<file path="src/rtl/alu_pkg.sv">
// ============================================================================
// Module      : alu_pkg
// Description : ALU control codes and sequencer state encoding, shared by the
//               sequential executor and the ALU-control decoder.
//               Optional feature macro: ALU_SEQ_MUL_EN (adds the MUL state).
// Revision    : 1.0 - initial release
// ============================================================================
`default_nettype none

package alu_pkg;

    // 4-bit operation codes emitted by the ALU-control decoder
    localparam logic [3:0] C_ALU_AND  = 4'b0000;
    localparam logic [3:0] C_ALU_OR   = 4'b0001;
    localparam logic [3:0] C_ALU_ADD  = 4'b0010;
    localparam logic [3:0] C_ALU_SLTU = 4'b0011;
    localparam logic [3:0] C_ALU_XOR  = 4'b0100;
    localparam logic [3:0] C_ALU_SLL  = 4'b0101;
    localparam logic [3:0] C_ALU_SUB  = 4'b0110;
    localparam logic [3:0] C_ALU_SRL  = 4'b0111;
    localparam logic [3:0] C_ALU_MUL  = 4'b1000;
    localparam logic [3:0] C_ALU_SRA  = 4'b1101;

    // Sequencer states; MUL exists only when the multiplier is built
    typedef enum logic [1:0] {
        ST_IDLE  = 2'd0,
        ST_SHIFT = 2'd1
`ifdef ALU_SEQ_MUL_EN
        ,
        ST_MUL   = 2'd2
`endif
    } alu_state_e;

    // True for the three iterative shift codes
    function automatic logic is_shift(input logic [3:0] ctrl);
        return (ctrl == C_ALU_SLL) || (ctrl == C_ALU_SRL) || (ctrl == C_ALU_SRA);
    endfunction

endpackage

`default_nettype wire

</file>
<file path="src/rtl/alu_iter_unit.sv">
// ============================================================================
// Module      : alu_iter_unit
// Description : Multi-cycle datapath: one-bit-per-cycle shifter and, when
//               ALU_SEQ_MUL_EN is defined, an unsigned shift-add multiplier.
//               'done' is high during the final iteration cycle and 'result'
//               then carries the completed value.
// Revision    : 1.0 - initial release
// ============================================================================
`default_nettype none

module alu_iter_unit
    import alu_pkg::*;
#(
    parameter int XLEN = 32
) (
    input  logic            clk,
    input  logic            rst_n,
    input  logic            start,
    input  logic [3:0]      op,
    input  logic [XLEN-1:0] op_a,
    input  logic [XLEN-1:0] op_b,
    output logic            done,
    output logic [XLEN-1:0] result
);

    localparam int CNT_W = $clog2(XLEN + 1);

    logic [3:0]      r_op;
    logic [XLEN-1:0] r_val;     // shift operand, or multiplicand for MUL
    logic [CNT_W-1:0] r_cnt;    // iterations still to perform
    logic [XLEN-1:0] w_shift_next;

`ifdef ALU_SEQ_MUL_EN
    logic [XLEN-1:0] r_mplier;
    logic [XLEN-1:0] r_acc;
    logic [XLEN-1:0] w_mul_next;
    logic            w_is_mul;

    assign w_is_mul   = (op == C_ALU_MUL);
    assign w_mul_next = r_acc + (r_mplier[0] ? r_val : '0);
`else
    // Only the shift amount of op_b matters without the multiplier
    logic w_unused_opb;
    assign w_unused_opb = ^op_b[XLEN-1:5];
`endif

    // One-bit shift of the working value according to the latched op
    always_comb begin
        w_shift_next = r_val;
        case (r_op)
            C_ALU_SLL: w_shift_next = {r_val[XLEN-2:0], 1'b0};
            C_ALU_SRL: w_shift_next = {1'b0, r_val[XLEN-1:1]};
            C_ALU_SRA: w_shift_next = {r_val[XLEN-1], r_val[XLEN-1:1]};
            default:   w_shift_next = r_val;
        endcase
    end

    assign done = (r_cnt == CNT_W'(1));

`ifdef ALU_SEQ_MUL_EN
    assign result = (r_op == C_ALU_MUL) ? w_mul_next : w_shift_next;
`else
    assign result = w_shift_next;
`endif

    // Latch operands on start, then iterate until the counter empties
    always_ff @(posedge clk or negedge rst_n) begin
        if (!rst_n) begin
            r_op  <= C_ALU_ADD;
            r_val <= '0;
            r_cnt <= '0;
`ifdef ALU_SEQ_MUL_EN
            r_mplier <= '0;
            r_acc    <= '0;
`endif
        end else if (start) begin
            r_op  <= op;
            r_val <= op_a;
`ifdef ALU_SEQ_MUL_EN
            r_mplier <= op_b;
            r_acc    <= '0;
            r_cnt    <= w_is_mul ? CNT_W'(XLEN) : CNT_W'(op_b[4:0]);
`else
            r_cnt    <= CNT_W'(op_b[4:0]);
`endif
        end else if (r_cnt != '0) begin
            r_cnt <= r_cnt - CNT_W'(1);
`ifdef ALU_SEQ_MUL_EN
            if (r_op == C_ALU_MUL) begin
                r_acc    <= w_mul_next;
                r_val    <= {r_val[XLEN-2:0], 1'b0};
                r_mplier <= {1'b0, r_mplier[XLEN-1:1]};
            end else begin
                r_val <= w_shift_next;
            end
`else
            r_val <= w_shift_next;
`endif
        end
    end

endmodule

`default_nettype wire

</file>
<file path="src/rtl/alu_seq_exec.sv">
// ============================================================================
// Module      : alu_seq_exec
// Description : Sequential ALU executor with valid/ready handshake on both
//               sides. Logic ops, ADD/SUB and SLTU finish in one cycle;
//               shifts iterate one bit per cycle. Define ALU_SEQ_MUL_EN to
//               add a fixed-latency shift-add multiplier on code 1000.
// Revision    : 1.0 - initial release
// ============================================================================
`default_nettype none

module alu_seq_exec
    import alu_pkg::*;
#(
    parameter int XLEN = 32
) (
    input  logic            clk,
    input  logic            rst_n,
    input  logic            in_valid,
    output logic            in_ready,
    input  logic [3:0]      alu_ctrl,
    input  logic [XLEN-1:0] op_a,
    input  logic [XLEN-1:0] op_b,
    output logic            out_valid,
    input  logic            out_ready,
    output logic [XLEN-1:0] result,
    output logic            zero,
    output logic            busy
);

    alu_state_e      r_state;
    alu_state_e      w_state_nxt;
    logic [XLEN-1:0] r_result;
    logic            r_out_valid;
    logic [XLEN-1:0] w_alu_res;
    logic            w_accept;
    logic            w_go_shift;
    logic            w_go_mul;
    logic            w_go_iter;
    logic            w_iter_done;
    logic [XLEN-1:0] w_iter_res;

    // A zero shift amount is handled as a single-cycle pass-through
    assign w_go_shift = is_shift(alu_ctrl) && (op_b[4:0] != 5'd0);
`ifdef ALU_SEQ_MUL_EN
    assign w_go_mul   = (alu_ctrl == C_ALU_MUL);
`else
    assign w_go_mul   = 1'b0;
`endif
    assign w_go_iter  = w_go_shift || w_go_mul;

    // Accept only when idle and the result register is free or draining
    assign in_ready  = rst_n && (r_state == ST_IDLE) && (!r_out_valid || out_ready);
    assign w_accept  = in_valid && in_ready;
    assign busy      = (r_state != ST_IDLE);
    assign out_valid = r_out_valid;
    assign result    = r_result;
    assign zero      = (r_result == '0);

    // Single-cycle operation results; unknown codes fall back to ADD
    always_comb begin
        w_alu_res = op_a + op_b;
        case (alu_ctrl)
            C_ALU_AND:  w_alu_res = op_a & op_b;
            C_ALU_OR:   w_alu_res = op_a | op_b;
            C_ALU_ADD:  w_alu_res = op_a + op_b;
            C_ALU_SUB:  w_alu_res = op_a - op_b;
            C_ALU_SLTU: w_alu_res = {{(XLEN-1){1'b0}}, (op_a < op_b)};
            C_ALU_XOR:  w_alu_res = op_a ^ op_b;
            C_ALU_SLL,
            C_ALU_SRL,
            C_ALU_SRA:  w_alu_res = op_a;
            default:    w_alu_res = op_a + op_b;
        endcase
    end

    alu_iter_unit #(
        .XLEN   (XLEN)
    ) u_iter (
        .clk    (clk),
        .rst_n  (rst_n),
        .start  (w_accept && w_go_iter),
        .op     (alu_ctrl),
        .op_a   (op_a),
        .op_b   (op_b),
        .done   (w_iter_done),
        .result (w_iter_res)
    );

    // Next-state logic: leave IDLE for iterative ops, return when done
    always_comb begin
        w_state_nxt = r_state;
        case (r_state)
            ST_IDLE: begin
                if (w_accept && w_go_shift) begin
                    w_state_nxt = ST_SHIFT;
                end
`ifdef ALU_SEQ_MUL_EN
                if (w_accept && w_go_mul) begin
                    w_state_nxt = ST_MUL;
                end
`endif
            end
            ST_SHIFT: begin
                if (w_iter_done) begin
                    w_state_nxt = ST_IDLE;
                end
            end
`ifdef ALU_SEQ_MUL_EN
            ST_MUL: begin
                if (w_iter_done) begin
                    w_state_nxt = ST_IDLE;
                end
            end
`endif
            default: w_state_nxt = ST_IDLE;
        endcase
    end

    // State register
    always_ff @(posedge clk or negedge rst_n) begin
        if (!rst_n) begin
            r_state <= ST_IDLE;
        end else begin
            r_state <= w_state_nxt;
        end
    end

    // Result register: load on completion, hold until the consumer drains it
    always_ff @(posedge clk or negedge rst_n) begin
        if (!rst_n) begin
            r_result    <= '0;
            r_out_valid <= 1'b0;
        end else if (w_accept && !w_go_iter) begin
            r_result    <= w_alu_res;
            r_out_valid <= 1'b1;
        end else if (busy && w_iter_done) begin
            r_result    <= w_iter_res;
            r_out_valid <= 1'b1;
        end else if (r_out_valid && out_ready) begin
            r_out_valid <= 1'b0;
        end
    end

endmodule

`default_nettype wire

</file>
<file path="config.mk">
export PLATFORM = sky130hd
export DESIGN_NAME = alu_seq_exec
export DESIGN_NICKNAME = d
export VERILOG_FILES = /design/src/rtl/alu_pkg.sv /design/src/rtl/alu_iter_unit.sv /design/src/rtl/alu_seq_exec.sv
export SDC_FILE = /design/constraint.sdc
export NUM_CORES = 1
export LEC_CHECK = 0
export ABC_AREA = 1
export CORE_MARGIN = 2
export CORE_UTILIZATION = 64
export CTS_CLUSTER_SIZE = 30
export DETAILED_ROUTE_END_ITERATION = 7
export HOLD_SLACK_MARGIN = 0.1
export PLACE_DENSITY = 0.89
export SLEW_MARGIN = 15
export SYNTH_ARGS = -nofsm -noshare
export SYNTH_HDL_FRONTEND = slang
export SYNTH_SLANG_ARGS = --single-unit
</file>
<file path="constraint.sdc">
create_clock -name clk -period 2.5 [get_ports clk]
set_input_delay 0.25 -clock clk [delete_from_list [all_inputs] [get_ports clk]]
set_output_delay 0.25 -clock clk [all_outputs]
set_load 0.01 [all_outputs]
</file>
==> results of run 1 <==
## cell families after synthesis
family,count (synthesis),share of synthesized area (%)
flip-flops,76,18.38
XOR/XNOR,13,1.100
AO/OA/AOI/OAI,321,19.43
adder cells (fa/ha/maj),100,12.23
AND/OR/NAND/NOR,840,34.01
buffers and inverters,387,14.85
## what timing repair did
action | 4_1_cts
endpoints found under the hold margin | 0
resized for setup | 12
endpoints found under the setup margin | 11
pin swaps | 1
## per-layer routing
layer,GRT overflow,track usage [%]
met2,41,94.36
met1,1,80.56
met5,0,26.02
met3,1,67.86
met4,38,81.52
## per-stage QoR
step / hold slack, ns / util, %
after global placement: 0.4700 / 84.67
after CTS: 0.1965 / 87.11
after detailed placement: 0.4863 / 84.67
after floorplan: -0.04559 / -
==> reports/metrics.yaml, run 1 <==
synthTopCellsByCount: "nand2_1 (490), inv_1 (311), nor2_1 (142)"
numClockSinks: 76
syn_area_per_cell_um2: 5.961
post_cts_buffers: 0
worst_endpoint: "zero"
rows: 46
hpwl_um: 34760
synth_warnings: 0
postCtsHoldBufs: 0
top_level_ports: 108
synth_top_cell_by_area: "dfrtp_1"
grt_start_max_net_pins: 77
grt_use_total_pct: 80.33
dieWidth_um: 131.2
cts-root-buf: "clkbuf_16"
worstEpCategory: "top-level output"
yosysSeqAreaShare_pct: 18.38
firstError: "[ERROR GRT-0232] Routing congestion too high. Check the congestion heatmap in the GUI."
synth_top_cell_area_share_pct: 18.13
synth_cells: 1737
place_area_um2: 13400
netlist_top_cells_area: "dfrtp_1 (18%), nand2_1 (18%), ha_1 (12%), inv_1 (11%), nand3_1 (6.3%)"
io_buffer_count: 107
ys_types: 49
syn_nets: 1909
synth_edf_count: 0
initial_core_util_pct: 65.42
synth_flop_cell: "dfrtp_1"
failing_step: "global routing (5_1_grt)"
die_h_um: 131.2
cts_buffers: 9
post-place-cells: 2262
place_congestion: 1.112
ys_ff_latch: 76
grt-ovfl-total: 81
status: "aborted with a tool error"
synth_most_common_cell: "nand2_1"
dp_slack_ns: -0.3903
synth-async-reset-ratio_pct: 100.0
antenna_found_initial: 7
htreeDepth: 3
clockBufferDepth: 2
syn_area_um2: 10350
==> run 2, diff against run 1 <==
--- a/config.mk
+++ b/config.mk
@@ -7,11 +7,9 @@
 export LEC_CHECK = 0
 export ABC_AREA = 1
 export CORE_MARGIN = 2
-export CORE_UTILIZATION = 64
-export CTS_CLUSTER_SIZE = 30
+export CORE_UTILIZATION = 40
 export DETAILED_ROUTE_END_ITERATION = 7
-export HOLD_SLACK_MARGIN = 0.1
-export PLACE_DENSITY = 0.89
+export PLACE_DENSITY_LB_ADDON = 0.15
 export SLEW_MARGIN = 15
 export SYNTH_ARGS = -nofsm -noshare
 export SYNTH_HDL_FRONTEND = slang
==> run 2 against run 1 <==
Against the previous run: area after synthesis did not move; synthesized cell count did not move; the flow now finishes without violations.
==> reports/metrics.yaml, run 2 <==
status: "completed"
hpwl_um: 38220  # +9.9%
vias: 13260
clkTransAtPathRegs_ns: 0.06
switchingPower_w: 0.004336
numClockSinks: 76  # unchanged
ys_ff_latch: 76  # unchanged
timing.rr.end: "result[26]"
wl_per_cell_um: 18.87
syn_area_um2: 10350  # unchanged
dieArea_um2: 27190
busiest_layer: "met2"
rows: 58  # +26%
cts_buffers: 9  # unchanged
dr.pass1.iters: 6
met1_usage_pct: 48.30
crit_type: "in2reg"
core_um2: 25330
seq_power_share_pct: 24.6
synth_flop_cell: "dfrtp_1"
slowest_stage: "clkdlybuf4s50_1"
dp_slack_ns: -0.4487  # -0.05836 ns
wirelength_um: 46460
worstSetupEndpointType: "register"
dieWidth_um: 164.9  # +26%
final_nets: 2299
grt_use_total_pct: 33.98
area_growth_pct: 44.33
synth_top_cell_by_area: "dfrtp_1"
synth_cells: 1737  # unchanged
syn_nets: 1909  # unchanged
hold_viol_final: 0
swShare_pct: 44.33
ff2ff_path_depth: 9
netlist_top_cells_area: "dfrtp_1 (18%), nand2_1 (18%), ha_1 (12%), inv_1 (11%), nand3_1 (6.3%)"
crit_required_ns: 2.73
ys_types: 49  # unchanged
final_cell_mix: "nand2_1 (480), buf_4 (334), inv_1 (308), nand3_1 (118), nor2_1 (116)"
antennaDiodeCount: 0
die_h_um: 164.9  # +26%
fill_cells: 2474
drc: 0
synth_warnings: 0  # unchanged
cap_violations: 0
relSlewSlack_pct: 43.90
htreeDepth: 3  # unchanged
clockBufferDepth: 2  # unchanged
utilization_pct: 59.00
p_int_w: 0.005445
synth-async-reset-ratio_pct: 100.0  # unchanged
use_met3_pct: 6.027
place_area_um2: 14080  # +5.1%
initial_core_util_pct: 40.88  # -25 points
worst_hold_slack_ns: 0.3006
synth_most_common_cell: "nand2_1"
yosysSeqAreaShare_pct: 18.38  # unchanged
period_needed_ns: 2.406
grt-ovfl-total: 0
finalSetupViolations: 0
crit_path_frequent_cell: "nand2_1"
syn_area_per_cell_um2: 5.961  # unchanged
leakagePower_nw: 7.896
top_level_ports: 108  # unchanged
pwr-share-comb_pct: 59.7
timing.rr.start: "u_iter.r_op[3]"
clock_skew_ns: 0.004904
final_common_cell: "nand2_1"
crit_chain: "clkdlybuf4s50_1 > inv_1 > ha_4 > buf_4 > nand2_1 > nor2_1 > inv_1 > buf_4 > nor3_1 > nand2_1 > nand2_1 > nand2_1 > nand3_1 > nand3_2 > nand2_1 > nand2_1"
worst_slew_pin_slew_ns: 0.8415
layout-drive-gt1-share_pct: 22.42
grt_start_max_net_pins: 65
ir_worst_vdd_mv: 0.7651
cellPowerDensity_nw_per_um2: 654.5
slew_viol_final: 0
grt_pass1_wl_um: 69840
cp-start-kind: "input port"
grt_pass1_vias: 12590
crit_fanout: 8
clk_latency_ns: 0.34
met2_usage_pct: 53.16
viasPerCell: 5.387
stdcell_area_um2: 14940
arrival_ns: 2.64
rrSetupSlack_ns: 0.42
p_clk_share_pct: 15.7
setup_tns_ns: 0
antenna_found_initial: 1
synthTopCellsByCount: "nand2_1 (490), inv_1 (311), nor2_1 (142)"
cts_tree: "done"
io_buffer_count: 107  # unchanged
max_freq_mhz: 415.6
place_congestion: 1.050  # -5.6%
max_stage_delay_ns: 0.48
fin_crit_sh_pct: 96.24
cts-root-buf: "clkbuf_16"
postRouteAntennaNets: 0
drtIter0Drc: 1331
hold_path_class: "in2async"
synth_edf_count: 0  # unchanged
synth_top_cell_area_share_pct: 18.13  # unchanged
fin_ws_ns: 0.09402
[run 2: cell counts after synthesis]
No cell type changed its count.
[run 2: layout make-up]
cell class                 instances  area [um2]  area share (%)
sequential                        76        1903           12.74
clock inverter                     4       95.09          0.6364
timing repair buffer             445        3669           24.55
tap                              330       412.9           2.763
clock buffer                      12       256.5           1.716
inverter                         321        1207           8.080
multi-input combinational       1274        7400           49.52
[run 2: what timing repair did]
item | CTS | global route
setup buffers | 0 | 1
gates cloned | 0 | 0
pin swaps | 0 | 4
hold endpoints to repair | 12 | 0
gates resized for setup | 14 | 112
endpoints found under the setup margin | 10 | 26
hold buffers | 1 | 0
[run 2: how the worst max path moves through the flow]
stage / from / end / slack [ns] / cells after the start
floorplan: op_a[0] / result[16] / 0.60 / 13
global placement: op_b[4] / result[5] / -0.42 / 11
detailed placement: op_b[4] / result[5] / -0.45 / 11
CTS: op_a[16] / result[26] / 0.006 / 16
global route: op_b[17] / result[18] / -0.04 / 16
finish: op_b[17] / result[30] / 0.09 / 16
[run 2: cell families after synthesis]
group,count (synthesis),synth area share [%]
AO/OA/AOI/OAI,321,19.43
XOR/XNOR,13,1.100
adder cells (fa/ha/maj),100,12.23
buffers and inverters,387,14.85
flip-flops,76,18.38
AND/OR/NAND/NOR,840,34.01
[run 2: power groups by stage]
| stage | Combinational (W) | Sequential [W] | Clock (W) |
|---|---|---|---|
| after detailed placement | 0.00559 | 0.00239 | 0 |
| final | 0.00584 | 0.00241 | 0.00153 |
| after floorplan | 0.00313 | 0.00236 | 0 |
| after global routing | 0.00637 | 0.00247 | 0.00160 |
| after global placement | 0.00552 | 0.00238 | 0 |
| after CTS | 0.00564 | 0.00238 | 0.00155 |
[run 2: worst max-delay path: cells and delay by family]
family / cells / cell delay (ns)
simple gates: 10 / 1.10
buf+inv: 5 / 0.97
fa+ha+maj: 1 / 0.31
[run 2: per-stage QoR]
stage / std cells / total power (W)
after global routing: 2462 / 0.01043
after detailed placement: 2444 / 0.007974
after global placement: 2444 / 0.007906
final: 2462 / 0.009781
after CTS: 2461 / 0.009572
after floorplan: 1737 / 0.005490
[run 2: routing by layer]
| layer | vias up | routed length (um) |
|---|---|---|
| met5 | - | 10 |
| met4 | 2 | 1118 |
| met3 | 72 | 4317 |
| met2 | 596 | 20310 |
| li1 | 6429 | - |
| met1 | 6163 | 20700 |
(Power assumes the default switching activity.)
==> run 3, diff against run 2 <==
--- a/config.mk
+++ b/config.mk
@@ -9,6 +9,7 @@
 export CORE_MARGIN = 2
 export CORE_UTILIZATION = 40
 export DETAILED_ROUTE_END_ITERATION = 7
+export GPL_ROUTABILITY_DRIVEN = 0
 export PLACE_DENSITY_LB_ADDON = 0.15
 export SLEW_MARGIN = 15
 export SYNTH_ARGS = -nofsm -noshare
==> run 3 against run 2 <==
Against the previous run: sequential cell count unchanged; die area unchanged; routed wire length decreased by 2.8%; non-clock buffer count decreased by 17; register-to-register slack got worse by 0.03 ns; design area decreased by 2.1%; final cell count decreased by 0.69%; critical path depth unchanged; clock power decreased by 8%; clock-buffer cell count unchanged; maximum frequency decreased by 0.84%; largest power group unchanged.
==> reports/metrics.yaml, run 3 (synthesized netlist as in run 2, its figures left out) <==
cap_violations: 0  # unchanged
clkTransAtPathRegs_ns: 0.07  # about the same
period_needed_ns: 2.426  # +0.02047 ns
seq_power_share_pct: 25.5  # +0.9 points
clockBufferDepth: 2  # unchanged
utilization_pct: 57.79  # -1.2 points
postRouteAntennaNets: 0  # unchanged
critPathCapture: "result[30]"
rows: 58  # unchanged
rsz0062_at_grt: "yes"
ff2ff_path_depth: 9  # unchanged
drc: 0  # unchanged
grt_pass1_vias: 12590  # +0.040%
rrSetupSlack_ns: 0.39  # -0.03 ns
vias: 13400  # +1.0%
die_h_um: 164.9  # unchanged
hold_path_class: "in2async"
dr.pass1.iters: 6  # unchanged
worst_slew_pin_slew_ns: 0.8919  # +0.05049 ns
area_growth_pct: 41.37
dieArea_um2: 27190  # unchanged
htreeDepth: 3  # unchanged
arrival_ns: 2.67  # +0.03 ns
pwr-share-comb_pct: 59.9  # +0.2 points
ir_worst_vdd_mv: 0.6170  # -19%
clock_skew_ns: 0.01524  # +0.01034 ns
post_cts_buffers: 0  # unchanged
grt_use_total_pct: 32.72  # -1.3 points
layout-drive-gt1-share_pct: 20.80  # -1.6 points
final_nets: 2282  # -0.74%
io_buffer_count: 107  # unchanged
p_int_w: 0.005204  # -4.4%
core_um2: 25330  # unchanged
setup_tns_ns: 0  # unchanged
cts_tree: "done"
worstSetupEndpointType: "register"
p_clk_share_pct: 14.6  # -1.1 points
fin_crit_sh_pct: 97.06  # +0.82 points
grt_pass1_wl_um: 67650  # -3.1%
final_common_cell: "nand2_1"
swShare_pct: 45.82  # +1.5 points
relSlewSlack_pct: 40.54  # -3.4 points
hpwl_um: 36860  # -3.6%
status: "completed"
wl_per_cell_um: 18.47  # -2.1%
cp-start-kind: "input port"
fill_cells: 2467  # -0.28%
dieWidth_um: 164.9  # unchanged
switchingPower_w: 0.004402  # +1.5%
timing.rr.end: "result[21]"
grt-ovfl-total: 0  # unchanged
crit_type: "in2reg"
hold_viol_final: 0  # unchanged
antennaDiodeCount: 0  # unchanged
max_freq_mhz: 412.1  # -0.84%
initial_core_util_pct: 40.88  # unchanged
numClockSinks: 76  # unchanged
leakagePower_nw: 7.745  # -1.9%
cts_buffers: 9  # unchanged
startpoint: "op_b[16]"
grt_start_max_net_pins: 64  # -1.5%
viasPerCell: 5.481  # +1.7%
drtIter0Drc: 1444  # +8.5%
antenna_found_initial: 0  # -1
cts-root-buf: "clkbuf_16"
top_level_ports: 108  # unchanged
final_cell_mix: "nand2_1 (484), buf_4 (316), inv_1 (311), nor2_1 (122), nand3_1 (122)"
timing.rr.start: "u_iter.r_op[1]"
cellPowerDensity_nw_per_um2: 656.3  # +0.27%
crit_required_ns: 2.74  # about the same
slew_viol_final: 0  # unchanged
wirelength_um: 45150  # -2.8%
finalSetupViolations: 0  # unchanged
crit_fanout: 5  # -3
clk_latency_ns: 0.35  # about the same
==> run 3: layout make-up <==
type                    count  area [um2]  share of cell area (%)
multi-input cells        1274        7262                   49.62
repair buffers            428        3546                   24.23
flip-flops and latches     76        1903                   13.00
inverters                 321        1207                   8.249
well taps                 330       412.9                   2.821
clock buffers              12       256.5                   1.752
clock inverters             4       48.80                  0.3334
==> run 3: metal layers <==
| layer | part of all wire [%] | vias up | track usage [%] |
|---|---|---|---|
| met1 | 42 | 6222 | 45.19 |
| met2 | 43 | 700 | 51.56 |
| met3 | 12 | 83 | 7.735 |
| met4 | 2.3 | 0 | 7.787 |
| met5 | 0 | - | 0 |
| li1 | - | 6395 | - |
==> run 3: power by group through the flow <==
stage	clock (W)	combinational [W]	sequential, W
6_report	0.00140	0.00575	0.00245
5_1_grt	0.00145	0.00631	0.00249
4_1_cts	0.00141	0.00557	0.00241
3_5_place_dp	0	0.00553	0.00240
3_3_place_gp	0	0.00543	0.00240
2_1_floorplan	0	0.00313	0.00236
==> run 3: stage by stage <==
stage | instances | hold slack (ns) | cell area, um2 | setup slack (ns) | total power [W]
floorplan | 1737 | -0.04559 | 10350 | 0.6032 | 0.005490
global placement | 2428 | 0.2462 | 13970 | -0.4951 | 0.007835
detailed placement | 2428 | 0.2442 | 13970 | -0.4919 | 0.007934
CTS | 2445 | 0.4182 | 14330 | 0.002974 | 0.009393
global route | 2445 | 0.4375 | 14640 | -0.03037 | 0.01024
finish | 2445 | 0.3994 | 14640 | 0.07355 | 0.009606
==> run 3: how the worst min path moves through the flow <==
stage	startpoint	end	slack, ns	cells after the start
after floorplan	rst_n	out_valid	-0.05	0
after global placement	rst_n	u_iter.r_val[31]	0.25	2
after detailed placement	rst_n	u_iter.r_val[30]	0.24	2
after CTS	rst_n	u_iter.r_val[25]	0.42	3
after global routing	rst_n	u_iter.r_val[25]	0.44	3
final	rst_n	result[31]	0.40	3
==> run 3: what timing repair did <==
item / 4_1_cts / 5_1_grt
gates resized for setup: 11 / 79
pin swaps: 0 / 7
hold endpoints to repair: 13 / 0
setup endpoints to repair: 6 / 24
hold buffers: 1 / 0
==> run 3: critical path, stage by stage <==
cell	delay [ns]
clkdlybuf4s50_1	0.58
inv_1	0.12
ha_4	0.32
buf_4	0.14
nand2_1	0.08
nor2_2	0.13
inv_1	0.09
buf_4	0.13
nor3_1	0.18
nand2_1	0.16
nand2_1	0.10
nand2_1	0.05
nand3_1	0.08
nand3_2	0.12
nand2_1	0.10
nand2_1	0.05
==> run 4, diff against run 3 <==
--- a/config.mk
+++ b/config.mk
@@ -5,7 +5,6 @@
 export SDC_FILE = /design/constraint.sdc
 export NUM_CORES = 1
 export LEC_CHECK = 0
-export ABC_AREA = 1
 export CORE_MARGIN = 2
 export CORE_UTILIZATION = 40
 export DETAILED_ROUTE_END_ITERATION = 7
==> constraint.sdc (replaced) <==
create_clock -name clk -period 2.65 [get_ports clk]
set_input_delay 0.265 -clock clk [delete_from_list [all_inputs] [get_ports clk]]
set_output_delay 0.265 -clock clk [all_outputs]
set_load 0.01 [all_outputs]
==> run 4 against run 3 <==
Against the previous run: global-route usage barely moved; via count decreased by 13%; critical path depth fell by 2; design area fell by 1.3%; sequential power down 6%; combinational power about the same; non-clock buffer count is 58 higher; hold slack got worse by 0.091 ns; clock skew decreased by 0.0025 ns; sequential cell count unchanged; clock power fell by 19%; critical path type unchanged; highest routed layer unchanged.
==> reports/metrics.yaml, run 4 <==
multi_input_area_um2: 7581  # +4.4%
die_h_um: 156.2  # -5.3%
place_area_um2: 13150  # -5.9%
top_level_ports: 108  # unchanged
crit_required_ns: 2.86  # +0.12 ns
seq_area_um2: 1903  # unchanged
postRouteAntennaNets: 0  # unchanged
antenna_found_initial: 0  # unchanged
final_common_cell: "buf_4"
vias: 11700  # -13%
layout-drive-gt1-share_pct: 35.42  # +15 points
clockBufferDepth: 2  # unchanged
worst_slew_pin_slew_ns: 0.8184  # -0.07359 ns
worstSetupEndpointType: "register"
p_int_w: 0.005080  # -2.4%
ir_worst_vdd_mv: 0.4046  # -34%
dieArea_um2: 24390  # -10%
hold_viol_final: 0  # unchanged
fin_ws_ns: 0.06973  # -0.003815 ns
drc: 0  # unchanged
utilization_pct: 63.64  # +5.9 points
clk_latency_ns: 0.35  # about the same
p_clk_share_pct: 12.3  # -2.3 points
status: "completed"
grt_pass1_wl_um: 61840  # -8.6%
syn_area_um2: 9264  # -11%
wirelength_um: 40790  # -9.7%
synth_top_cell_by_area: "dfrtp_1"
viasPerCell: 5.972  # +9.0%
synth_top_cell_area_share_pct: 20.26  # +2.1 points
period_needed_ns: 2.580
grt_use_total_pct: 32.69  # about the same
synth-async-reset-ratio_pct: 100.0  # unchanged
final_cell_mix: "buf_4 (366), nand2_1 (152), nor2_1 (104), a21oi_1 (78), dfrtp_1 (75)"
htreeDepth: 3  # unchanged
area_growth_pct: 56.01
leakagePower_nw: 6.736  # -13%
dp_slack_ns: -0.9266  # -0.4347 ns
numClockSinks: 76  # unchanged
antennaDiodeCount: 0  # unchanged
swShare_pct: 44.74  # -1.1 points
hold_path_class: "in2reg"
cts_buffers: 9  # unchanged
cp-start-kind: "input port"
stdcell_area_um2: 14450  # -1.3%
cts_tree: "done"
yosysSeqAreaShare_pct: 20.54  # +2.2 points
dieWidth_um: 156.2  # -5.3%
synth_flop_cell: "dfrtp_1"
final_nets: 1841  # -19%
cellPowerDensity_nw_per_um2: 636.0  # -3.1%
fill_cells: 2000  # -19%
finalSetupViolations: 0  # unchanged
netlist_top_cells_area: "dfrtp_1 (20%), ha_1 (13%), nand2_1 (6.2%), a21oi_1 (5.3%), nor2_1 (4.6%)"
worst_hold_slack_ns: 0.3079  # -0.09145 ns
drtIter0Drc: 1130  # -22%
crit_fanout: 6  # +1
io_buffer_count: 107  # unchanged
grt-ovfl-total: 0  # unchanged
core_um2: 22710  # -10%
clkTransAtPathRegs_ns: 0.06  # about the same
hpwl_um: 32010  # -13%
ys_types: 86  # +76%
rows: 55  # -5.2%
grt_start_max_net_pins: 81  # +27%
grt_pass1_vias: 11230  # -11%
synth_most_common_cell: "nand2_1"
ys_ff_latch: 76  # unchanged
initial_core_util_pct: 40.79  # -0.087 points
dr.pass1.iters: 5  # -1
synth_cells: 1254  # -28%
max_freq_mhz: 387.6
cts-root-buf: "clkbuf_16"
synthTopCellsByCount: "nand2_1 (154), nor2_1 (113), a21oi_1 (99)"
syn_area_per_cell_um2: 7.387  # +24%
switchingPower_w: 0.004112  # -6.6%
fin_crit_sh_pct: 97.37
wl_per_cell_um: 20.82  # +13%
syn_nets: 1426  # -25%
arrival_ns: 2.79  # +0.12 ns
cap_violations: 0  # unchanged
pwr-share-comb_pct: 62.5  # +2.6 points
relSlewSlack_pct: 45.44  # +4.9 points
clock_skew_ns: 0.01275  # -0.002495 ns
synth_warnings: 0  # unchanged
synth_edf_count: 0  # unchanged
crit_type: "in2reg"
seq_power_share_pct: 25.1  # -0.4 points
slew_viol_final: 0  # unchanged
run 4: cell types whose count changed after synthesis, moves of 29 or more:
cell,delta
nand2_1,-336
inv_1,-219
nand3_1,-109
clkbuf_1,+40
a22oi_1,+34
o22ai_1,-32
buf_2,-31
mux2i_1,+30
nor2_1,-29
run 4: kinds of logic after synthesis:
logic type                 count (synthesis)  synth area share [%]
AOI/OAI and AO/OA                        439                 32.69
and+or+nand+nor                          402                 19.68
buffers and inverters                    181                 7.672
adders and majority gates                100                 13.67
DFF                                       76                 20.54
muxes                                     32                 3.485
xor gates and xnor gates                  24                 2.269
run 4: critical path: stages:
cell             delay (ns)
clkdlybuf4s50_1        0.49
inv_2                  0.06
ha_4                   0.27
nor4_2                 0.29
buf_4                  0.17
buf_4                  0.11
nand2_1                0.04
a21oi_1                0.15
nor4_2                 0.09
o2111ai_2              0.08
nand2_2                0.10
o41ai_2                0.37
nor3b_2                0.21
o22ai_1                0.09
run 4: power by group through the flow:
| stage | Combinational (W) | Clock, W | Sequential (W) |
|---|---|---|---|
| floorplan | 0.00290 | 0 | 0.00222 |
| global placement | 0.00521 | 0 | 0.00230 |
| detailed placement | 0.00531 | 0 | 0.00230 |
| CTS | 0.00545 | 0.00112 | 0.00229 |
| global route | 0.00624 | 0.00118 | 0.00236 |
| finish | 0.00575 | 0.00113 | 0.00231 |
run 4: metal layers:
layer	share of wire (%)	up-vias	track usage (%)	wire length, um
li1	-	5411	-	-
met1	42	5588	45.65	17250
met2	45	607	51.20	18220
met3	10	93	6.139	4218
met4	2.7	0	9.917	1103
met5	0	-	0	0
run 4: final cells by class:
type                       count  share of cell area (%)
sequential                    76                   13.17
clock inverter                 3                  0.1039
clock buffer                  13                   1.662
multi-input combinational    997                   52.45
inverter                      99                   2.589
tap                          285                   2.467
timing repair buffer         486                   27.56
run 4: final timing paths:
check / from / end / slack [ns] / cells after the start
worst max-delay path: op_b[21] / result[0] / 0.07 / 14
worst min-delay path: op_a[0] / u_iter.r_val[0] / 0.31 / 4
worst max register to register: u_iter.r_op[1] / result[12] / 0.18 / 11
worst min register to register: u_iter.r_op[2] / u_iter.r_op[2] / 0.48 / 1
max in group asynchronous: rst_n / result[19] / 1.12 / 4
min in group asynchronous: rst_n / u_iter.r_val[3] / 0.45 / 3
run 4: stage by stage:
step	setup TNS, ns	power, W	instances
detailed placement	-18.20	0.007609	1922
finish	0	0.009192	1959
CTS	0	0.008859	1950
floorplan	0	0.005123	1254
global route	-0.1405	0.009782	1959
global placement	-16.97	0.007508	1922
run 4: timing repair:
| action | CTS | global route |
|---|---|---|
| endpoints found under the setup margin | 26 | 25 |
| cloned | 0 | 0 |
| pin swaps | 38 | 51 |
| hold buffers | 1 | 0 |
| hold endpoints to repair | 17 | 0 |
| setup buffers | 12 | 10 |
| gates resized for setup | 141 | 115 |
